$ cat config.mk
export PLATFORM = sky130hd
export DESIGN_NAME = mem_arbiter
export DESIGN_NICKNAME = d
export VERILOG_FILES = /design/src/rtl/mem_arbiter_pkg.sv /design/src/rtl/mem_arbiter_store_lane_gen.sv /design/src/rtl/mem_arbiter.sv
export SDC_FILE = /design/constraint.sdc
export NUM_CORES = 1
export LEC_CHECK = 0
export BUFFER_PORTS_ARGS = -buffer_cell sky130_fd_sc_hd__buf_2
export CELL_PAD_IN_SITES_DETAIL_PLACEMENT = 2
export CELL_PAD_IN_SITES_GLOBAL_PLACEMENT = 2
export CORE_MARGIN = 8
export CORE_UTILIZATION = 12
export DETAILED_ROUTE_END_ITERATION = 12
export GPL_ROUTABILITY_DRIVEN = 1
export PLACE_DENSITY = 0.82
export SYNTH_ARGS = -nofsm -noshare
export SYNTH_HDL_FRONTEND = slang
export SYNTH_SLANG_ARGS = --single-unit
$ cat constraint.sdc
create_clock -name clk -period 1.9 [get_ports clk]
set_clock_uncertainty 0.15 [all_clocks]
set_input_delay 0.285 -clock clk [delete_from_list [all_inputs] [get_ports clk]]
set_output_delay 0.285 -clock clk [all_outputs]
set_load 0.01 [all_outputs]
$ cat src/rtl/mem_arbiter_pkg.sv
// Shared constants and store-size encodings for the unified-memory arbiter.
package mem_arbiter_pkg;

  localparam int DATA_DEPTH = 1024;
  localparam int ADDR_WIDTH = $clog2(DATA_DEPTH);
  localparam int REG_WIDTH  = 32;

  typedef enum logic [2:0] {
    F3_SB = 3'b000,
    F3_SH = 3'b001,
    F3_SW = 3'b010
  } store_funct3_e;

endpackage

$ cat src/rtl/mem_arbiter_store_lane_gen.sv
// Maps a store's size and byte offset onto memory byte enables and lane-aligned data.
module mem_arbiter_store_lane_gen
  import mem_arbiter_pkg::*;
(
  input  logic [2:0]  funct3,
  input  logic [1:0]  addr_lo,
  input  logic [31:0] wdata,
  output logic [3:0]  be,
  output logic [31:0] wdata_al,
  output logic        misalign
);

  always_comb begin
    // NOTE: every output gets a default before the case so no path leaves it unassigned (no latch).
    be       = 4'b0000;
    wdata_al = '0;
    misalign = 1'b0;
    case (store_funct3_e'(funct3))
      F3_SB: begin
        be       = 4'b0001 << addr_lo;
        wdata_al = {4{wdata[7:0]}};
      end
      F3_SH: begin
        if (addr_lo[0]) begin
          misalign = 1'b1;
        end else begin
          be       = addr_lo[1] ? 4'b1100 : 4'b0011;
          wdata_al = {2{wdata[15:0]}};
        end
      end
      F3_SW: begin
        if (addr_lo != 2'b00) begin
          misalign = 1'b1;
        end else begin
          be       = 4'b1111;
          wdata_al = wdata;
        end
      end
      // Reserved sizes are rejected like a misaligned store.
      default: misalign = 1'b1;
    endcase
  end

endmodule

$ cat src/rtl/mem_arbiter.sv
// Single-port memory arbiter: data stage wins by default, fetch wins once it has
// been starved STARVE_LIMIT cycles; read data returns one cycle after the grant.
module mem_arbiter #(
  parameter int ADDR_WIDTH   = mem_arbiter_pkg::ADDR_WIDTH,
  parameter int DATA_WIDTH   = mem_arbiter_pkg::REG_WIDTH,
  parameter int STARVE_LIMIT = 4
) (
  input  logic                  clk,
  input  logic                  rst,
  input  logic                  if_req,
  input  logic [ADDR_WIDTH+1:0] if_addr,
  output logic                  if_gnt,
  output logic                  if_rvalid,
  output logic [DATA_WIDTH-1:0] if_rdata,
  input  logic                  d_req,
  input  logic                  d_we,
  input  logic [2:0]            d_funct3,
  input  logic [ADDR_WIDTH+1:0] d_addr,
  input  logic [DATA_WIDTH-1:0] d_wdata,
  output logic                  d_gnt,
  output logic                  d_rvalid,
  output logic [DATA_WIDTH-1:0] d_rdata,
  output logic                  d_err,
  output logic                  mem_en,
  output logic [3:0]            mem_be,
  output logic [ADDR_WIDTH-1:0] mem_addr,
  output logic [DATA_WIDTH-1:0] mem_wdata,
  input  logic [DATA_WIDTH-1:0] mem_rdata,
  output logic                  stall_if,
  output logic                  stall_mem
);

  import mem_arbiter_pkg::*;

  localparam int CNT_W = $clog2(STARVE_LIMIT + 1);
  localparam logic [CNT_W-1:0] CNT_MAX = CNT_W'(STARVE_LIMIT);

  logic [1:0]            resp_tag_q, resp_tag_d;   // {if_pending, d_pending}
  logic [CNT_W-1:0]      starve_cnt_q, starve_cnt_d;

  logic                  if_gnt_c, d_gnt_c, d_err_c, mem_en_c;
  logic [3:0]            mem_be_c;
  logic [ADDR_WIDTH-1:0] mem_addr_c;
  logic [DATA_WIDTH-1:0] mem_wdata_c;
  logic [3:0]            st_be;
  logic [31:0]           st_wdata;
  logic                  st_misalign;

  mem_arbiter_store_lane_gen u_lane_gen (
    .funct3   (d_funct3),
    .addr_lo  (d_addr[1:0]),
    .wdata    (d_wdata),
    .be       (st_be),
    .wdata_al (st_wdata),
    .misalign (st_misalign)
  );

  always_comb begin
    if_gnt_c     = 1'b0;
    d_gnt_c      = 1'b0;
    d_err_c      = 1'b0;
    mem_en_c     = 1'b0;
    mem_be_c     = 4'b0000;
    mem_addr_c   = '0;
    mem_wdata_c  = '0;
    starve_cnt_d = starve_cnt_q;

    if (if_req && (!d_req || starve_cnt_q == CNT_MAX)) begin
      if_gnt_c = 1'b1;
    end else if (d_req) begin
      d_gnt_c = 1'b1;
    end

    if (if_gnt_c) begin
      mem_en_c   = 1'b1;
      mem_addr_c = if_addr[ADDR_WIDTH+1:2];
    end else if (d_gnt_c) begin
      mem_addr_c = d_addr[ADDR_WIDTH+1:2];
      if (d_we && st_misalign) begin
        d_err_c = 1'b1;
      end else begin
        mem_en_c = 1'b1;
        if (d_we) begin
          mem_be_c    = st_be;
          mem_wdata_c = st_wdata;
        end
      end
    end

    resp_tag_d = {if_gnt_c, d_gnt_c & ~d_we};

    if (!if_req || if_gnt_c) begin
      starve_cnt_d = '0;
    end else if (starve_cnt_q != CNT_MAX) begin
      starve_cnt_d = starve_cnt_q + 1'b1;
    end
  end

  always_ff @(posedge clk or negedge rst) begin
    if (!rst) begin
      resp_tag_q   <= '0;
      starve_cnt_q <= '0;
    end else begin
      // NOTE: non-blocking assignments keep every flop sampling pre-edge values.
      resp_tag_q   <= resp_tag_d;
      starve_cnt_q <= starve_cnt_d;
    end
  end

  // Combinational outputs are forced low while reset is asserted.
  assign if_gnt    = if_gnt_c & rst;
  assign d_gnt     = d_gnt_c & rst;
  assign d_err     = d_err_c & rst;
  assign mem_en    = mem_en_c & rst;
  assign mem_be    = rst ? mem_be_c : 4'b0000;
  assign mem_addr  = rst ? mem_addr_c : '0;
  assign mem_wdata = rst ? mem_wdata_c : '0;
  assign stall_if  = if_req & ~if_gnt & rst;
  assign stall_mem = d_req & ~d_gnt & rst;

  assign if_rvalid = resp_tag_q[1];
  assign d_rvalid  = resp_tag_q[0];
  assign if_rdata  = if_rvalid ? mem_rdata : '0;
  assign d_rdata   = d_rvalid ? mem_rdata : '0;

endmodule
==> results of run 1 <==
[final timing paths]
| path | depth (start not counted) | slack [ns] | from | end |
|---|---|---|---|---|
| worst max-delay path | 7 | -0.18 | starve_cnt_q[1] | mem_wdata[21] |
| worst min-delay path | 3 | 0.22 | d_we | resp_tag_q[0] |
| worst max register to register | 6 | 0.48 | starve_cnt_q[0] | resp_tag_q[0] |
| worst min register to register | 3 | 0.50 | starve_cnt_q[0] | starve_cnt_q[0] |
| max in group asynchronous | 3 | 1.01 | rst | starve_cnt_q[1] |
| min in group asynchronous | 3 | 0.40 | rst | resp_tag_q[1] |
[routing by layer]
| layer | wire (microns) | vias up | global-route usage |
|---|---|---|---|
| met1 | 4210 | 1271 | 0.128 |
| met2 | 5770 | 132 | 0.230 |
| met3 | 923 | 21 | 0.0288 |
| li1 | - | 1248 | - |
| met5 | 0 | - | 0 |
| met4 | 291 | 0 | 0.0352 |
[final cells by class]
type	count	area share
multi-input combinational	197	0.429
clock buffer	4	0.0239
timing repair inverter	1	0.00227
sequential	5	0.0379
inverter	15	0.0182
timing repair buffer	238	0.424
tap	172	0.0652
[cells in the mapped netlist (2+ instances only)]
cell type / number / area share
dfrtp_1: 5 / 0.081
a22o_1: 10 / 0.057
and2_1: 67 / 0.27
buf_2: 9 / 0.029
a32oi_1: 8 / 0.045
ha_1: 2 / 0.016
buf_4: 3 / 0.015
a21oi_1: 20 / 0.065
o21ai_1: 5 / 0.016
nand2_1: 2 / 0.0049
nor2_1: 23 / 0.056
inv_1: 15 / 0.036
nand3_1: 20 / 0.065
a211oi_2: 2 / 0.016
nor3_1: 3 / 0.0097
and3b_1: 8 / 0.045
clkbuf_1: 7 / 0.017
nor2b_1: 9 / 0.036
o21ai_0: 6 / 0.019
buf_6: 3 / 0.022
[what timing repair did]
action	in CTS	in global routing
endpoints found under the hold margin	5	0
endpoints found under the setup margin	52	51
buffers inserted	3	2
gates resized for setup	20	40
pin swaps	7	4
hold buffers	1	0
gates cloned	2	2
[worst min-delay path: stages]
cell and delay [ns]:
buf_2 0.11, buf_4 0.12, nor3b_1 0.04
[state kept, by name, summed over array words and instances (netlist names)]
register / flops
starve_cnt_q: 3
resp_tag_q: 2
[cell usage in the layout, fill, tap and decap left out, types with 2 or more instances in the layout]
cell type / instances
nor2_1: 18
a21oi_2: 16
clkbuf_16: 5
a32oi_1: 8
a21oi_1: 3
inv_2: 2
a211oi_2: 2
buf_6: 10
nor2_2: 3
and3b_1: 8
buf_2: 200
nor2b_1: 9
nand2_4: 2
nor2_4: 2
dfrtp_1: 5
buf_4: 22
o21ai_0: 6
a22o_1: 10
buf_12: 3
clkinvlp_4: 2
o21ai_1: 5
nand3_1: 18
inv_1: 12
and2_1: 66
[power by group]
| part | total [mW] | switching, mW | internal [mW] |
|---|---|---|---|
| combinational | 0.503 | 0.268 | 0.236 |
| sequential | 0.113 | 0.00216 | 0.111 |
| clock | 0.354 | 0.0749 | 0.279 |
| total | 0.970 | 0.345 | 0.626 |
[stage by stage]
stage / cells / hold WS (ns) / worst slack [ns] / util
2_1_floorplan: 239 / -0.161 / 0.0796 / -
3_3_place_gp: 618 / 0.0436 / -0.0373 / 0.227
3_5_place_dp: 618 / 0.0454 / -0.0858 / 0.227
4_1_cts: 628 / 0.223 / -0.211 / 0.244
5_1_grt: 632 / 0.222 / -0.277 / 0.263
6_report: 632 / 0.221 / -0.184 / 0.263
[kinds of logic after synthesis]
| kind of cell | after synthesis | share of synthesized area |
|---|---|---|
| compound gates | 56 | 0.248 |
| xor+xnor | 2 | 0.0114 |
| fa+ha+maj | 2 | 0.0162 |
| buf+inv | 37 | 0.119 |
| flops | 5 | 0.0811 |
| simple gates | 137 | 0.524 |
==> results.md, run 1 <==
- Via density: 4.23
- Num ports: around 210
- Syn_area_per_cell: 6.45 sq um
- Overall Global Routing Usage: 0.121
- Final WS setup: -0.184 ns
- Initial antenna violation count: 0
- CP max stage cell: dfrtp_1
- Crit path max fanout: 16
- Status: complete, but fails checks
- Worst-Margin Slew: ~0.42 ns
- Top FF cell, synth: dfrtp_1
- H-tree depth: 1
- Drt first pass iters: 4
- Min cycle time layout: 2.08 ns
- Placed cell areas: 2860 sq um
- Die Wd: 129 microns
- PortBufs: approximately 210
- Final hold vios: 0
- Vias: between 2000 and 3000
- Fin area: 3300 sq um
- MaxCap Viol Count: 0
- First-pass GRT wire length: 16.4 mm
- Yosys cell types: 32
- Layout fillers: 1509
- Vias in the first global route: ~3000
- Congestion Overflow GR: 0
- Syn Inst Count: 239
- Clk pin slew, worst setup/hold paths: about 0.03 ns
- DRC: 0
- Critical Path Start Type: flip-flop
- Fraction of registers with async set/reset: 1.00
- Final Cycle Share: 1.10
- Clock Sinks: 5
- Hold Crit Class: in2reg
- Synth Register Bits: 5
- Crit path DAT: 1.65 ns
- CTS tree: done
- Clk root buf: clkbuf_16
- Max-slew violations: 0
- Slew HR: 0.717
- PD cells: roughly 290 nW/um^2
- Failing checks: negative setup slack
- CP cell instances: inv_2 -> ha_4 -> nand3_4 -> o2111ai_4 -> clkbuf_16 -> nor2_1 -> buf_2
- Die height: 129 microns
- Max Root-Sink Buffers: 2
- WL final: 11.2 mm
- Ant. Diodes: 0
- Crit. End Element: primary output
- Final layout net count: 559
- Largest net degree at the start of global routing: 34
- Post-synthesis cell area: 1540 sq um
- RSZ-0062 raised after global routing: yes
- Core Region: between 10000 and 15000 sq um
- Number of enable flip-flop cells after synthesis: 0
- Antenna Nets Post-Route: 0
- Seq. cell area: 125 sq um
- TritonCTS buffer count: 3
- Leak: 1.77 nW
- Cell row count: around 40
- Area of the multi-input gates: 1420 sq um
- Die Area: 16700 sq um
- Clk_lat worst skew: 0.23 ns
- Share of layout cells above drive strength 1: 0.607
- Max Freq: 0.480 GHz
- Seq/Total Area, Yosys: 0.0811
- Setup violators final: 51
- Yosys warnings: 0
- Initial core utilization: 0.123
- Delay-heaviest family, CP: buffers and inverters
- Setup TNS: -6.64 ns
- DR iter-0 viols: 72
- Worst vdd ir: 0.000295 V
- Syn-to-layout area delta: 114%
- Crit Path Class: reg2out
- Syn Nets: 337
- DP HPWL: a little over 9 mm
- GPL Wtd Cong: 0.819
- Total power: slightly below 1 mW
- Critical path's largest stage delay: 0.36 ns
- CP required: 1.46 ns
- Worst path bufs/invs: 3
- DR WL/cell: 17.7 microns
Power figures use the tool's default switching activity.
==> run 2, diff against run 1 <==
CORE_UTILIZATION = 13   (was 12)
CTS_BUF_LIST = sky130_fd_sc_hd__clkbuf_2   (was default)
PLACE_DENSITY = 0.88   (was 0.82)
==> results.md, run 2 (same netlist as run 1, synthesis figures left out) <==
- Status: complete, but fails checks
- Failing checks: negative setup slack
- Drt first pass iters: 4 (unchanged)
- Registers with the most flip-flops: starve_cnt_q: 3 flops, resp_tag_q: 2 flops
- Pre-CTS WS: -0.101 ns (-0.0157 ns)
- Max FFs per register: 3 (unchanged)
- Via density: 4.36 (+3.1%)
- Min cycle time layout: 2.11 ns (+0.0305 ns)
- Crit Path Class: reg2out
- Final hold vios: 0 (unchanged)
- First-pass GRT wire length: 16.6 mm (+1.4%)
- Die Wd: 125 microns (-3.4%)
- PD cells: 237 nW/um^2 (-19%)
- CP required: 1.46 ns (about the same)
- Largest net degree at the start of global routing: 34 (unchanged)
- Worst-Margin Slew: 0.303 ns (-0.118 ns)
- Syn-to-layout area delta: 91.7%
- Initial core utilization: 0.134 (+0.0112)
- DRC: 0 (unchanged)
- Commonest cells after routing, fill and taps aside: 210 x buf_2, 67 x and2_1, 22 x nor2_1
- Core Region: 11500 sq um (-8.4%)
- Vias: 2606 (-2.5%)
- Setup TNS: -6.78 ns (-0.137 ns)
- DP HPWL: 9.29 mm (-0.24%)
- Congestion Overflow GR: 0 (unchanged)
- GPL Wtd Cong: 0.781 (-4.6%)
- TritonCTS buffer count: 3 (unchanged)
- Most common cell after layout, fill and taps aside: buf_2
- Total power: 0.702 mW (-28%)
- Final WS setup: -0.215 ns (-0.0305 ns)
- Critical Path Start Type: flip-flop
- Final design utilization: 0.257 (-0.00577)
- Final Cycle Share: 1.11 (+0.0161)
- H-tree depth: 1 (unchanged)
- Placed insts: 588 (-4.9%)
- Crit. End Element: primary output
- Cell row count: 39 (-4.9%)
- Post-Layout Cell Count: 598 (-5.4%)
- Vias in the first global route: 2882 (-3.6%)
- Max Freq: 0.473 GHz (-1.4%)
- CTS tree: done
- RSZ-0062 raised after global routing: yes
- Slew HR: 0.796 (+0.0792)
- MaxCap Viol Count: 0 (unchanged)
- Worst Hold Depth: 2 (-1)
- Num ports: 214 (unchanged)
- DR WL/cell: 18.2 microns (+3.0%)
- PortBufs: 211 (unchanged)
- Leak: 1.71 nW (-3.7%)
- Crit path DAT: 1.68 ns (+0.03 ns)
- Setup violators final: 50 (-2.0%)
- Hold Crit Class: in2reg
- Clock Sinks: 5 (unchanged)
- WL final: 10.9 mm (-2.6%)
- Final layout net count: 553 (-1.1%)
- Clk pin slew, worst setup/hold paths: 0.07 ns (+0.04 ns)
- Clk_lat worst skew: 0.24 ns (about the same)
- Overall Global Routing Usage: 0.131 (+0.00989)
- Die height: 125 microns (-3.4%)
- Share of layout cells above drive strength 1: 0.555 (-0.0515)
- Crit path max fanout: 6 (-10)
- Die Area: 15600 sq um (-6.8%)
- Fin area: 2960 sq um (-10%)
- Initial antenna violation count: 1 (+1)
- Reg with most FFs: starve_cnt_q
- Max Root-Sink Buffers: 2 (unchanged)
- Worst vdd ir: 0.0000799 V (-73%)
- Hold WS: 0.118 ns (-0.103 ns)
- R2R depth: 6 (unchanged)
- DR iter-0 viols: 80 (+11%)
- Placed cell areas: 2820 sq um (-1.5%)
- Clk root buf: clkbuf_2
- Antenna Nets Post-Route: 0 (unchanged)
- Max-slew violations: 0 (unchanged)
## run 2: critical path: stages, from the launching register on
cell and delay, ns:
dfrtp_1 0.39, inv_2 0.08, ha_4 0.15, nand2_4 0.06, a211oi_4 0.29, buf_6 0.17, a22o_1 0.16, buf_2 0.14
## run 2: metal layers
layer  up-vias  GRT usage  share of wire
li1       1244          -              -
met1      1221      0.132           0.37
met2       122      0.252           0.54
met3        19     0.0348          0.068
met4         0     0.0487          0.022
met5         -          0              0
## run 2: path summary, 6_finish.rpt
kind                              endpoint  slack, ns             from
setup / recovery               mem_addr[6]      -0.21  starve_cnt_q[1]
hold / removal               resp_tag_q[0]       0.12             d_we
setup reg to reg             resp_tag_q[0]       0.51  starve_cnt_q[1]
hold reg to reg            starve_cnt_q[0]       0.49  starve_cnt_q[0]
max in group asynchronous  starve_cnt_q[2]       1.01              rst
min in group asynchronous    resp_tag_q[0]       0.39              rst
## run 2: cell type report
class | count | area [sq um]
timing repair buffer | 233 | 1270
inverter | 15 | 58.8
tap | 143 | 179
fill | 1395 | 8560
clock buffer | 4 | 20.0
multi-input combinational | 197 | 1300
sequential | 5 | 125
antenna | 1 | 2.50
## run 2: power by group
group          internal [mW]  switching [mW]  total, mW
logic                  0.223           0.255      0.479
clock network         0.0558          0.0553      0.111
registers              0.111         0.00207      0.113
total                  0.390           0.313      0.702
## run 2: what timing repair did
| action | 4_1_cts | 5_1_grt |
|---|---|---|
| endpoints found under the setup margin | 52 | 52 |
| pin swaps | 4 | 3 |
| resized for setup | 12 | 9 |
| setup buffers | 2 | 1 |
| hold endpoints to repair | 5 | 0 |
| gates cloned | 1 | 0 |
| hold buffers | 1 | 0 |
==> run 3, diff against run 2 <==
CORE_ASPECT_RATIO = 1.75   (was default)
HOLD_SLACK_MARGIN = 0.08   (was default)
SLEW_MARGIN = 10   (was default)
==> results.md, run 3 (same netlist as run 1, synthesis figures left out) <==
- DRC: 0 (unchanged)
- Commonest cells after routing, fill and taps aside: 205 x buf_2, 65 x and2_1, 22 x nor2_1
- TritonCTS buffer count: 3 (unchanged)
- GPL Wtd Cong: 0.799 (+2.3%)
- RR Endpoint: resp_tag_q[0]
- Congestion Overflow GR: 0 (unchanged)
- Failing checks: negative setup slack
- Antenna Nets Post-Route: 0 (unchanged)
- Drt first pass iters: 4 (unchanged)
- Vias: 2639 (+1.3%)
- Reg-to-reg startpoint: starve_cnt_q[1]
- Initial core utilization: 0.133 (-0.000753)
- R2r setup slk: 0.52 ns (about the same)
- Clk root buf: clkbuf_2
- Slew HR: 0.814 (+0.0182)
- Initial antenna violation count: 1 (unchanged)
- Max Root-Sink Buffers: 2 (unchanged)
- PD cells: 233 nW/um^2 (-1.7%)
- Via density: 4.44 (+1.9%)
- Reg with most FFs: starve_cnt_q
- MaxCap Viol Count: 0 (unchanged)
- Final layout net count: 557 (+0.72%)
- GRT met3 Usage: 0.0562 (+0.0213)
- WL final: 10.6 mm (-3.1%)
- H-tree depth: 1 (unchanged)
- Final design utilization: 0.263 (+0.00601)
- Worst-Margin Slew: 0.278 ns (-0.0250 ns)
- Die Area: 15700 sq um (+0.88%)
- Syn-to-layout area delta: 97.3%
- Leak: 1.73 nW (+1.3%)
- Final hold vios: 0 (unchanged)
- DR WL/cell: 17.8 microns (-2.4%)
- Max FFs per register: 3 (unchanged)
- DR iter-0 viols: 39 (-51%)
- DP HPWL: 8.98 mm (-3.3%)
- Crit. End Element: primary output
- Die height: 160 microns (+28%)
- Vias in the first global route: 3136 (+8.8%)
- CP required: 1.46 ns (about the same)
- Final Cycle Share: 1.12 (+0.00566)
- Top Usage Layer GRT: met2
- Pre-CTS WS: -0.138 ns (-0.0370 ns)
- Cell row count: 52 (+33%)
- Met1 global-route usage: 0.117 (-0.0144)
- PortBufs: 211 (unchanged)
- Status: complete, but fails checks
- Die Wd: 98.4 microns (-21%)
- Num ports: 214 (unchanged)
- Placed cell areas: 2810 sq um (-0.36%)
- Final WS setup: -0.225 ns (-0.0108 ns)
- Overall Global Routing Usage: 0.129 (-0.00120)
- Hold Crit Class: in2reg
- Setup violators final: 48 (-4.0%)
- Crit path max fanout: 7 (+1)
- Met2 Use GR: 0.252 (about the same)
- R2R depth: 6 (unchanged)
- RSZ-0062 raised after global routing: yes
- Clk_lat worst skew: 0.22 ns (-0.02 ns)
- Clk pin slew, worst setup/hold paths: 0.06 ns (about the same)
- Crit Path Class: reg2out
- Largest net degree at the start of global routing: 34 (unchanged)
- Worst vdd ir: 0.0000812 V (+1.7%)
- CTS tree: done
- Setup TNS: -4.42 ns (+2.36 ns)
- Layout fillers: 1429 (+2.4%)
- Seq. cell area: 125 sq um (unchanged)
- Share of layout cells above drive strength 1: 0.566 (+0.0104)
- Min cycle time layout: 2.13 ns (+0.0108 ns)
- Fin area: 3040 sq um (+2.9%)
- Critical Path Start Type: flip-flop
- Core Region: 11600 sq um (+0.57%)
- Clock Sinks: 5 (unchanged)
- Area of the multi-input gates: 1330 sq um (+2.0%)
- Max-slew violations: 0 (unchanged)
- Hold worst-path end: resp_tag_q[0]
- Crit path DAT: 1.69 ns (about the same)
- Most common cell after layout, fill and taps aside: buf_2
- First-pass GRT wire length: 16.7 mm (+0.67%)
- Worst hold start: d_we
- Worst Hold Depth: 2 (unchanged)
- Max Freq: 0.470 GHz (-0.51%)
- Registers with the most flip-flops: starve_cnt_q: 3 flops, resp_tag_q: 2 flops
## run 3: repair_timing
action,4_1_cts,5_1_grt
endpoints found under the hold margin,5,0
hold buffers,1,0
gates cloned,2,0
setup buffers,3,3
resized for setup,21,12
setup endpoints to repair,51,51
pin swaps,9,9
## run 3: layout make-up
cell class	instances	area share
repair inverters	1	0.00247
clock buffers	4	0.00658
multi-input cells	197	0.436
flip-flops and latches	5	0.0411
diodes	1	0.000822
inverters	15	0.0197
well taps	135	0.0555
repair buffers	236	0.438
## run 3: worst max-delay path: stages (launching register included)
cell	delay [ns]
dfrtp_1	0.39
inv_2	0.08
ha_4	0.17
nand2_4	0.07
a211oi_4	0.30
buf_6	0.19
a22o_1	0.17
buf_6	0.11
## run 3: per-stage QoR
| step | power, mW | std cells | hold slack [ns] |
|---|---|---|---|
| 2_1_floorplan | 0.322 | 239 | -0.161 |
| 3_3_place_gp | 0.550 | 580 | 0.0572 |
| 3_5_place_dp | 0.577 | 580 | 0.0583 |
| 4_1_cts | 0.711 | 590 | 0.123 |
| 5_1_grt | 0.776 | 594 | 0.115 |
| 6_report | 0.711 | 594 | 0.128 |
## run 3: where the power goes
part	total (mW)	internal, mW	switching, mW
Sequential	0.113	0.111	0.00222
Combinational	0.497	0.238	0.259
Clock	0.101	0.0557	0.0451
## run 3: routing by layer
| metal | share of wire | vias up |
|---|---|---|
| li1 | - | 1249 |
| met1 | 0.35 | 1216 |
| met2 | 0.53 | 168 |
| met5 | 0 | - |
| met3 | 0.11 | 6 |
| met4 | 0.0091 | 0 |
## run 3: how the worst max path moves through the flow
stage	from	endpoint	slack, ns	depth (start not counted)
floorplan	starve_cnt_q[0]	mem_addr[2]	0.08	6
global placement	starve_cnt_q[0]	mem_addr[3]	-0.04	7
detailed placement	starve_cnt_q[0]	mem_addr[5]	-0.14	7
CTS	starve_cnt_q[1]	mem_addr[5]	-0.23	7
global route	starve_cnt_q[1]	mem_addr[5]	-0.32	7
finish	starve_cnt_q[1]	mem_addr[5]	-0.23	7
